## config.mk

```make
export PLATFORM = sky130hd
export DESIGN_NAME = instr_encoder
export DESIGN_NICKNAME = d
export VERILOG_FILES = /design/src/rtl/instr_encoder.sv
export SDC_FILE = /design/constraint.sdc
export NUM_CORES = 1
export LEC_CHECK = 0
export ABC_AREA = 0
export CORE_ASPECT_RATIO = 0.5
export CORE_MARGIN = 3
export CORE_UTILIZATION = 28
export CTS_CLUSTER_DIAMETER = 120
export CTS_CLUSTER_SIZE = 8
export DETAILED_ROUTE_END_ITERATION = 12
export GPL_TIMING_DRIVEN = 0
export SLEW_MARGIN = 20
export SYNTH_ARGS = -nofsm -noshare
export SYNTH_HDL_FRONTEND = slang
export SYNTH_SLANG_ARGS = --single-unit
```

## constraint.sdc

```tcl
create_clock -name clk -period 2.2 [get_ports clk]
set_input_delay 0.33 -clock clk [delete_from_list [all_inputs] [get_ports clk]]
set_output_delay 0.33 -clock clk [all_outputs]
set_load 0.05 [all_outputs]
```

## src/rtl/instr_encoder.sv

```systemverilog
// Packs decoded instruction fields into 32-bit RISC-V words, buffers them in a
// 2-entry FIFO and emits each with a sequential word address.
// Optional macro IMM_RANGE_CHECK_EN: drop and flag bundles whose immediate does not fit.
module instr_encoder #(
  parameter int ADDR_W     = 8,
  parameter int START_ADDR = 0
) (
  input  logic              clk,
  input  logic              arst_n,
  input  logic              flush,
  input  logic              in_valid,
  output logic              in_ready,
  input  logic [2:0]        in_class,
  input  logic [4:0]        in_rd,
  input  logic [4:0]        in_rs1,
  input  logic [4:0]        in_rs2,
  input  logic [2:0]        in_funct3,
  input  logic [6:0]        in_funct7,
  input  logic [20:0]       in_imm,
  output logic              out_valid,
  input  logic              out_ready,
  output logic [31:0]       out_instr,
  output logic [ADDR_W-1:0] out_addr,
  output logic              err,
  output logic [1:0]        count
);

  localparam logic [ADDR_W-1:0] START = ADDR_W'(START_ADDR);

  localparam logic [2:0] CLS_R     = 3'd0;
  localparam logic [2:0] CLS_I     = 3'd1;
  localparam logic [2:0] CLS_LOAD  = 3'd2;
  localparam logic [2:0] CLS_STORE = 3'd3;
  localparam logic [2:0] CLS_BEQ   = 3'd4;
  localparam logic [2:0] CLS_JAL   = 3'd5;

  logic [31:0]       word;
  logic              cls_ok;
  logic              imm_ok;
  logic              legal;
  logic              accept;
  logic              push;
  logic              pop;
  logic [31:0]       mem [2];
  logic              wr_ptr;
  logic              rd_ptr;
  logic [1:0]        cnt;
  logic [ADDR_W-1:0] addr;
  logic              err_q;

  always_comb begin
    word   = '0;
    cls_ok = 1'b1;
    case (in_class)
      CLS_R:     word = {in_funct7, in_rs2, in_rs1, in_funct3, in_rd, 7'b0110011};
      CLS_I:     word = {in_imm[11:0], in_rs1, in_funct3, in_rd, 7'b0010011};
      CLS_LOAD:  word = {in_imm[11:0], in_rs1, in_funct3, in_rd, 7'b0000011};
      CLS_STORE: word = {in_imm[11:5], in_rs2, in_rs1, in_funct3, in_imm[4:0], 7'b0100011};
      CLS_BEQ:   word = {in_imm[12], in_imm[10:5], in_rs2, in_rs1, 3'b000,
                         in_imm[4:1], in_imm[11], 7'b1100011};
      CLS_JAL:   word = {in_imm[20], in_imm[10:1], in_imm[11], in_imm[19:12],
                         in_rd, 7'b1101111};
      default:   cls_ok = 1'b0;
    endcase
  end

`ifdef IMM_RANGE_CHECK_EN
  // An immediate fits when every bit above its signed field matches the field's sign bit.
  always_comb begin
    imm_ok = 1'b1;
    case (in_class)
      CLS_I, CLS_LOAD, CLS_STORE:
        imm_ok = (in_imm[20:11] == '0) || (in_imm[20:11] == '1);
      CLS_BEQ:
        imm_ok = ((in_imm[20:12] == '0) || (in_imm[20:12] == '1)) && !in_imm[0];
      CLS_JAL:
        imm_ok = !in_imm[0];
      default:
        imm_ok = 1'b1;
    endcase
  end
`else
  assign imm_ok = 1'b1;
`endif

  assign legal     = cls_ok & imm_ok;
  assign in_ready  = (cnt != 2'd2) & ~flush;
  assign out_valid = (cnt != 2'd0);
  assign accept    = in_valid & in_ready;
  assign push      = accept & legal;
  assign pop       = out_valid & out_ready & ~flush;
  assign out_instr = mem[rd_ptr];
  assign out_addr  = addr;
  assign err       = err_q;
  assign count     = cnt;

  // Illegal bundles complete the handshake but never reach the FIFO.
  always_ff @(posedge clk or negedge arst_n) begin
    if (!arst_n) begin
      mem[0] <= '0;
      mem[1] <= '0;
      wr_ptr <= 1'b0;
      rd_ptr <= 1'b0;
      cnt    <= 2'd0;
      addr   <= START;
      err_q  <= 1'b0;
    end else if (flush) begin
      wr_ptr <= 1'b0;
      rd_ptr <= 1'b0;
      cnt    <= 2'd0;
      addr   <= START;
      err_q  <= 1'b0;
    end else begin
      if (push) begin
        mem[wr_ptr] <= word;
        wr_ptr      <= ~wr_ptr;
      end
      if (pop) begin
        rd_ptr <= ~rd_ptr;
        addr   <= addr + ADDR_W'(1);
      end
      case ({push, pop})
        2'b10:   cnt <= cnt + 2'd1;
        2'b01:   cnt <= cnt - 2'd1;
        default: cnt <= cnt;
      endcase
      if (accept && !legal) err_q <= 1'b1;
    end
  end

endmodule

```

==> impl_metrics.toml, run 1 <==
[grt]
grt.overflow.total = 0
grt_max_degree = 42
first_global_vias = 3211
initial_antenna_violation_count = 0
wire_length_of_the_first_global_routing_pass_mm = 17.5
total_track_usage = 0.145

[power]
clock_power_share = 0.302
cell_leakage_power_nw = 2.43
power.net_switching_mw = 1.73
total_power_mw = 4.90
swShare = 0.353
proportion_of_power_drawn_by_flip_flops_and_latches = 0.357
combPwrFrac = 0.341
power_density_nw_per_um2 = 905
p_int_mw = 3.17
worst_supply_voltage_drop_on_vdd_uv = 398

[route]
finalWirelength_mm = 11.0
drc = 0
route.antenna.remaining_nets = 0
post_drt_wl_per_cell_um = 16.8
detail_route.vias_per_cell = 4.75
first_pass_iters = 4
vias = 3103
drt_iter0_markers = 168

[synthesis]
yosys.cell_count.top_type = "sky130_fd_sc_hd__dfrtp_1"
synth.top_cells.by_count = "sky130_fd_sc_hd__dfrtp_1 (73), sky130_fd_sc_hd__mux2_2 (51), sky130_fd_sc_hd__o21ai_0 (37), sky130_fd_sc_hd__nand2_1 (34), sky130_fd_sc_hd__mux2_4 (16)"
asyncSetResetFlopFracSynth = 1.00
edff_count_synth = 0
ys_dominant_reg_cell = "sky130_fd_sc_hd__dfrtp_1"
netlist_instances = 352
synth.largest_area_cell = "sky130_fd_sc_hd__dfrtp_1"
yosys.area.top_type_share = 0.468
synthesized_area_per_cell_sq_um = 11.1
synth_seq_area_share = 0.468
syn-num-nets = 407
synth.yosys.warnings = 0
ys_seq_elements = 73
yosys-top-cells-area = "sky130_fd_sc_hd__dfrtp_1 (47%), sky130_fd_sc_hd__mux2_2 (15%), sky130_fd_sc_hd__mux2_4 (6.2%), sky130_fd_sc_hd__o21ai_0 (4.7%), sky130_fd_sc_hd__nand2_1 (3.3%)"
post_synth_instance_area_sq_um = 3900
synthDistinctLibCells = 47

[sta]
finalCritPeriodShare = 0.985
finalSetupViolations = 0
max_slew.worst_pin.slew_ns = 0.576
rsz0062_at_grt = "yes"
fin_skew_ns = 0.00823
timing.final.max_slew_violations = 0
finalCriticalPeriod_ns = 2.17
worst_hold_slack_ns = 0.346
maxClockFrequency_mhz = 461
max-slew-margin-rel = 0.615
hold_viol_final = 0

[placed_design]
dp_hpwl_mm = 8.30
input_output_buffers = 97
place_area_sq_um = 5120
dp_cells = 636
place_congestion = 0.778

[die]
floorplan.die.width_um = 173
height_of_the_die_um = 89.5
core_area_sq_um = 13100
ios = 99
floorplan.initialDensity = 0.297
die_area_sq_um = 15500
placement_rows = 29

[clock_network]
cts-htree-levels = 3
cts_num_sinks = 73
cts_buffers = 9
tritoncts = "built"
clock_transition_at_path_regs_ns = 0.06
clock_tree.buffer_depth = 2
clock_insertion_delay_at_the_later_pin_of_the_skew_report_ns = 0.34
cts.repair_timing.setup_buffer_count = 0
cts_root_buffer = "sky130_fd_sc_hd__clkbuf_16"

[finish]
final_cell_count_no_fill = 653
fraction_of_layout_instances_using_a_drive_strength_above_1 = 0.225
diodes = 0
stdcell_area_sq_um = 5410
finish.net_count = 517
syn2layout_area_growth_pct = 38.7
fillerInstances = 1306
final_util = 0.412

[setup_path]
critPathKind = "reg -> out"
max_stage_delay_on_crit_path_ns = 0.44
timing.critical_path.to_type = "output port"
crit_arrival_ns = 1.84
path_max_fanout = 10
critical_path.startpoint_type = "flip-flop"
cp_data_required_time_ns = 1.87
critical_path.cell_chain = "buf_4, mux2_2, dlygate4sd2_1"
regToRegSetupSlack_ns = 0.35
crit_path_top_delay_cell = "sky130_fd_sc_hd__dfrtp_1"

[min_path]
worst_hold_path_type = "in -> reg"

[status]
status = "completed"

[run]
timing.max_cap.violations = 0
-- cells by family (layout without fill, tap and decap cells) --
family,Yosys count,count (layout),synth area share
simple gates,81,81,0.106
xor+xnor,10,10,0.0224
mux,77,77,0.234
buf+inv,28,143,0.0381
compound gates,82,82,0.128
fa+ha+maj,1,1,0.00321
flops,73,73,0.468
-- critical path: cells and delay by family (launching register included) --
| family | cells | cell delay (ns) |
|---|---|---|
| DFF | 1 | 0.44 |
| muxes | 1 | 0.37 |
| buffers and inverters | 2 | 0.68 |
-- final timing paths --
kind	start	endpoint	cells after the start
max	rd_ptr	out_instr[13]	3
max reg2reg	count[1]	mem[58]	6
min reg2reg	mem[33]	mem[33]	1
min in group asynchronous	arst_n	out_addr[0]	2
min	flush	count[1]	2
max in group asynchronous	arst_n	mem[62]	3
-- timing repair --
item,in CTS,in global routing
endpoints found under the hold margin,32,0
hold buffers,1,0
resized for setup,42,6
endpoints found under the setup margin,33,4
pin swaps,0,0
-- power by group through the flow --
stage	registers, mW	clock network, mW	logic, mW
final	1.75	1.48	1.67
after CTS	1.75	1.51	1.69
after global placement	1.76	0	1.76
after floorplan	1.75	0	1.22
after global routing	1.79	1.56	1.79
after detailed placement	1.77	0	1.79
-- cells in the final DEF, fill, tap and decap left out, drive strengths merged, types with 2 or more instances in the layout --
cell           instances
dfrtp                 73
mux2                  67
clkdlybuf4s50         62
o21ai                 38
nand2                 34
dlygate4sd2           31
clkbuf                23
buf                   17
a21oi                 15
nor2                  12
mux2i                 10
xnor2                  7
nor3b                  6
a2bb2oi                6
nor2b                  6
a22oi                  5
a32oi                  5
nand2b                 4
and3                   4
o22ai                  4
clkinv                 4
nor3                   3
nand4                  3
xor2                   3
o31ai                  2
and2                   2
-- metrics by stage --
step / setup slack [ns] / setup TNS, ns
global route: -0.0135 / -0.0223
global placement: -1.87 / -152.00
floorplan: 0.146 / 0
finish: 0.0330 / 0
CTS: 0.00683 / 0
detailed placement: -0.398 / -15.79
-- metal layers --
metal,vias to the layer above,share of wire,GRT usage
met1,1552,0.44,0.181
li1,1491,-,-
met2,51,0.50,0.257
met4,0,0.0098,0.0397
met3,9,0.045,0.0369
met5,-,0,0
-- area by class of cell --
type                    instances  area, sq um  area share
well taps                     186          233      0.0430
flip-flops and latches         73         1830       0.338
plain buffers                  27          163      0.0301
inverters                       1         3.75    0.000694
multi-input cells             251         1930       0.356
repair buffers                 99          961       0.178
clock buffers                  10          229      0.0423
clock inverters                 6         68.8      0.0127
-- state kept, by name, indices dropped and copies added (netlist names) --
signal and count:
count 2, wr_ptr 1, err 1, rd_ptr 1
out_addr 8, mem 60
Note: power is estimated with default switching activity, not from simulation.
==> run 2, diff against run 1 <==
Settings changed: CAP_MARGIN set to 20.
==> results of run 2 <==
Same layout as run 1: the final DEF is identical, and so are final timing and power.
==> run 3, diff against run 2 <==
Settings changed: CELL_PAD_IN_SITES_DETAIL_PLACEMENT set to 1, CELL_PAD_IN_SITES_GLOBAL_PLACEMENT set to 2, CORE_MARGIN 3 to not set, PLACE_DENSITY_LB_ADDON set to 0.1.
==> run 3 against run 2 <==
Total power grew 3.1%. Worst hold slack gained 0.0039 ns. Global-route usage grew 4.4 points. Maximum frequency is essentially flat. Utilization shrank 1.1 points. Critical path depth grew 3. Sequential cell count is the same. Sequential share of layout area shrank 0.21 points. Final cell count grew 1.2%.
==> impl_metrics.toml, run 3 (synthesis gave the netlist of run 1 again) <==
[status]
status = "completed"

[setup_path]
critPathKind = "in -> reg"
crit_path_top_delay_cell = "sky130_fd_sc_hd__clkdlybuf4s50_1"
critical_path.cell_chain = "clkdlybuf4s50_1, clkbuf_1, nor2_1, mux2i_1, o21ai_0, mux2_2"
cp_data_required_time_ns = 2.41
worst-path-buf-inv = 2
worst_path_dominant_cell_family = "buffers and inverters"
critical_path.startpoint_type = "input pin"
max_stage_delay_on_crit_path_ns = 0.47
crit_arrival_ns = 2.38
timing.critical_path.to_type = "flip-flop"
path_max_fanout = 10

[finish]
syn2layout_area_growth_pct = 39.5
final_common_cell = "sky130_fd_sc_hd__dfrtp_1"
register_containing_the_most_flip_flops_in_the_final_layout = "mem"
stdcell_area_sq_um = 5450
fraction_of_layout_instances_using_a_drive_strength_above_1 = 0.247
mostFrequentLayoutCells = "sky130_fd_sc_hd__dfrtp_1 (73), sky130_fd_sc_hd__clkdlybuf4s50_1 (63), sky130_fd_sc_hd__mux2_2 (51)"
finish.net_count = 519
flip_flop_count_of_the_largest_register_all_copies_and_words_added = 60
diodes = 0

[clock_network]
cts_root_buffer = "sky130_fd_sc_hd__clkbuf_16"
tritoncts = "built"
cts_num_sinks = 73
cts_buffers = 9
cts-htree-levels = 3
clock_tree.buffer_depth = 2
clock_transition_at_path_regs_ns = 0.06
clock_insertion_delay_at_the_later_pin_of_the_skew_report_ns = 0.33

[placed_design]
input_output_buffers = 97
dp_hpwl_mm = 9.35
place_congestion = 0.788
place_area_sq_um = 5140

[grt]
first_global_vias = 3573
wire_length_of_the_first_global_routing_pass_mm = 20.2
total_track_usage = 0.189
grt.overflow.total = 0
grt_max_degree = 47
initial_antenna_violation_count = 0

[die]
core_area_sq_um = 13600
die_area_sq_um = 14400
height_of_the_die_um = 85.5
floorplan.die.width_um = 169
ios = 99
floorplan.initialDensity = 0.287
placement_rows = 30

[run]
timing.max_cap.violations = 0

[sta]
finalCritPeriodShare = 0.985
max_slew.worst_pin.slew_ns = 0.609
maxClockFrequency_mhz = 462
max-slew-margin-rel = 0.594
finalCriticalPeriod_ns = 2.17
rsz0062_at_grt = "yes"
fin_skew_ns = 0.00604
hold_viol_final = 0
worst_hold_slack_ns = 0.350
finalSetupViolations = 0
timing.final.max_slew_violations = 0

[power]
cell_leakage_power_nw = 2.44
worst_supply_voltage_drop_on_vdd_uv = 302
power_density_nw_per_um2 = 927

[route]
detail_route.vias_per_cell = 4.87
route.antenna.remaining_nets = 0
post_drt_wl_per_cell_um = 19.3
drt_iter0_markers = 122
finalWirelength_mm = 12.7
first_pass_iters = 4
drc = 0
vias = 3216

[min_path]
worst_hold_path_type = "in -> reg"
## run 3: final timing paths
path                              from  endpoint  slack, ns  cells after the start
setup / recovery           in_class[0]   mem[63]       0.03                      6
min in group asynchronous       arst_n   mem[43]       0.47                      2
setup reg to reg              count[1]   mem[57]       0.25                      6
hold / removal                   flush  count[1]       0.35                      2
max in group asynchronous       arst_n   mem[59]       1.16                      3
hold reg to reg                 mem[1]    mem[1]       0.46                      1
## run 3: stage by stage
| stage | utilization | TNS (ns) | power, mW | cells | setup slack [ns] |
|---|---|---|---|---|---|
| 2_1_floorplan | - | 0 | 2.97 | 352 | 0.146 |
| 3_3_place_gp | 0.376 | -156.43 | 3.52 | 641 | -1.78 |
| 3_5_place_dp | 0.378 | -27.87 | 3.58 | 642 | -0.515 |
| 4_1_cts | 0.401 | 0 | 5.12 | 661 | 0.000816 |
| 5_1_grt | 0.401 | -0.00943 | 5.30 | 661 | -0.00665 |
| 6_report | 0.401 | 0 | 5.05 | 661 | 0.0340 |
## run 3: routing by layer
metal | vias to the layer above | wire [um] | GRT usage
met5 | - | 0 | 0
met4 | 0 | 91 | 0.0455
met3 | 10 | 622 | 0.0513
met2 | 75 | 5740 | 0.295
met1 | 1639 | 6300 | 0.260
li1 | 1492 | - | -
## run 3: worst reg2reg max path: cells and delay by family, from the launching register on
family                 cells  cell delay (ns)
AO/OA/AOI/OAI              1             0.10
buffers and inverters      2             0.43
flip-flops                 1             0.47
AND/OR/NAND/NOR            3             0.79
## run 3: layout make-up
cell class | instances | area [sq um]
timing repair buffer | 101 | 958
inverter | 1 | 3.75
buffer | 27 | 165
clock buffer | 11 | 243
fill | 1518 | 8140
tap | 192 | 240
clock inverter | 5 | 78.8
multi-input combinational | 251 | 1930
sequential | 73 | 1830
## run 3: power breakdown
part           leakage (nW)  switching (mW)  internal (mW)  total, mW
registers             0.946           0.138           1.61       1.75
logic                  1.34            1.03          0.672       1.70
clock network         0.159           0.582           1.02       1.60
## run 3: repair_timing
| item | 4_1_cts | 5_1_grt |
|---|---|---|
| endpoints found under the setup margin | 75 | 35 |
| hold buffers | 1 | 0 |
| buffers inserted | 2 | 0 |
| hold endpoints to repair | 27 | 0 |
| gates cloned | 0 | 0 |
| gates resized for setup | 42 | 19 |
| pin swaps | 1 | 0 |
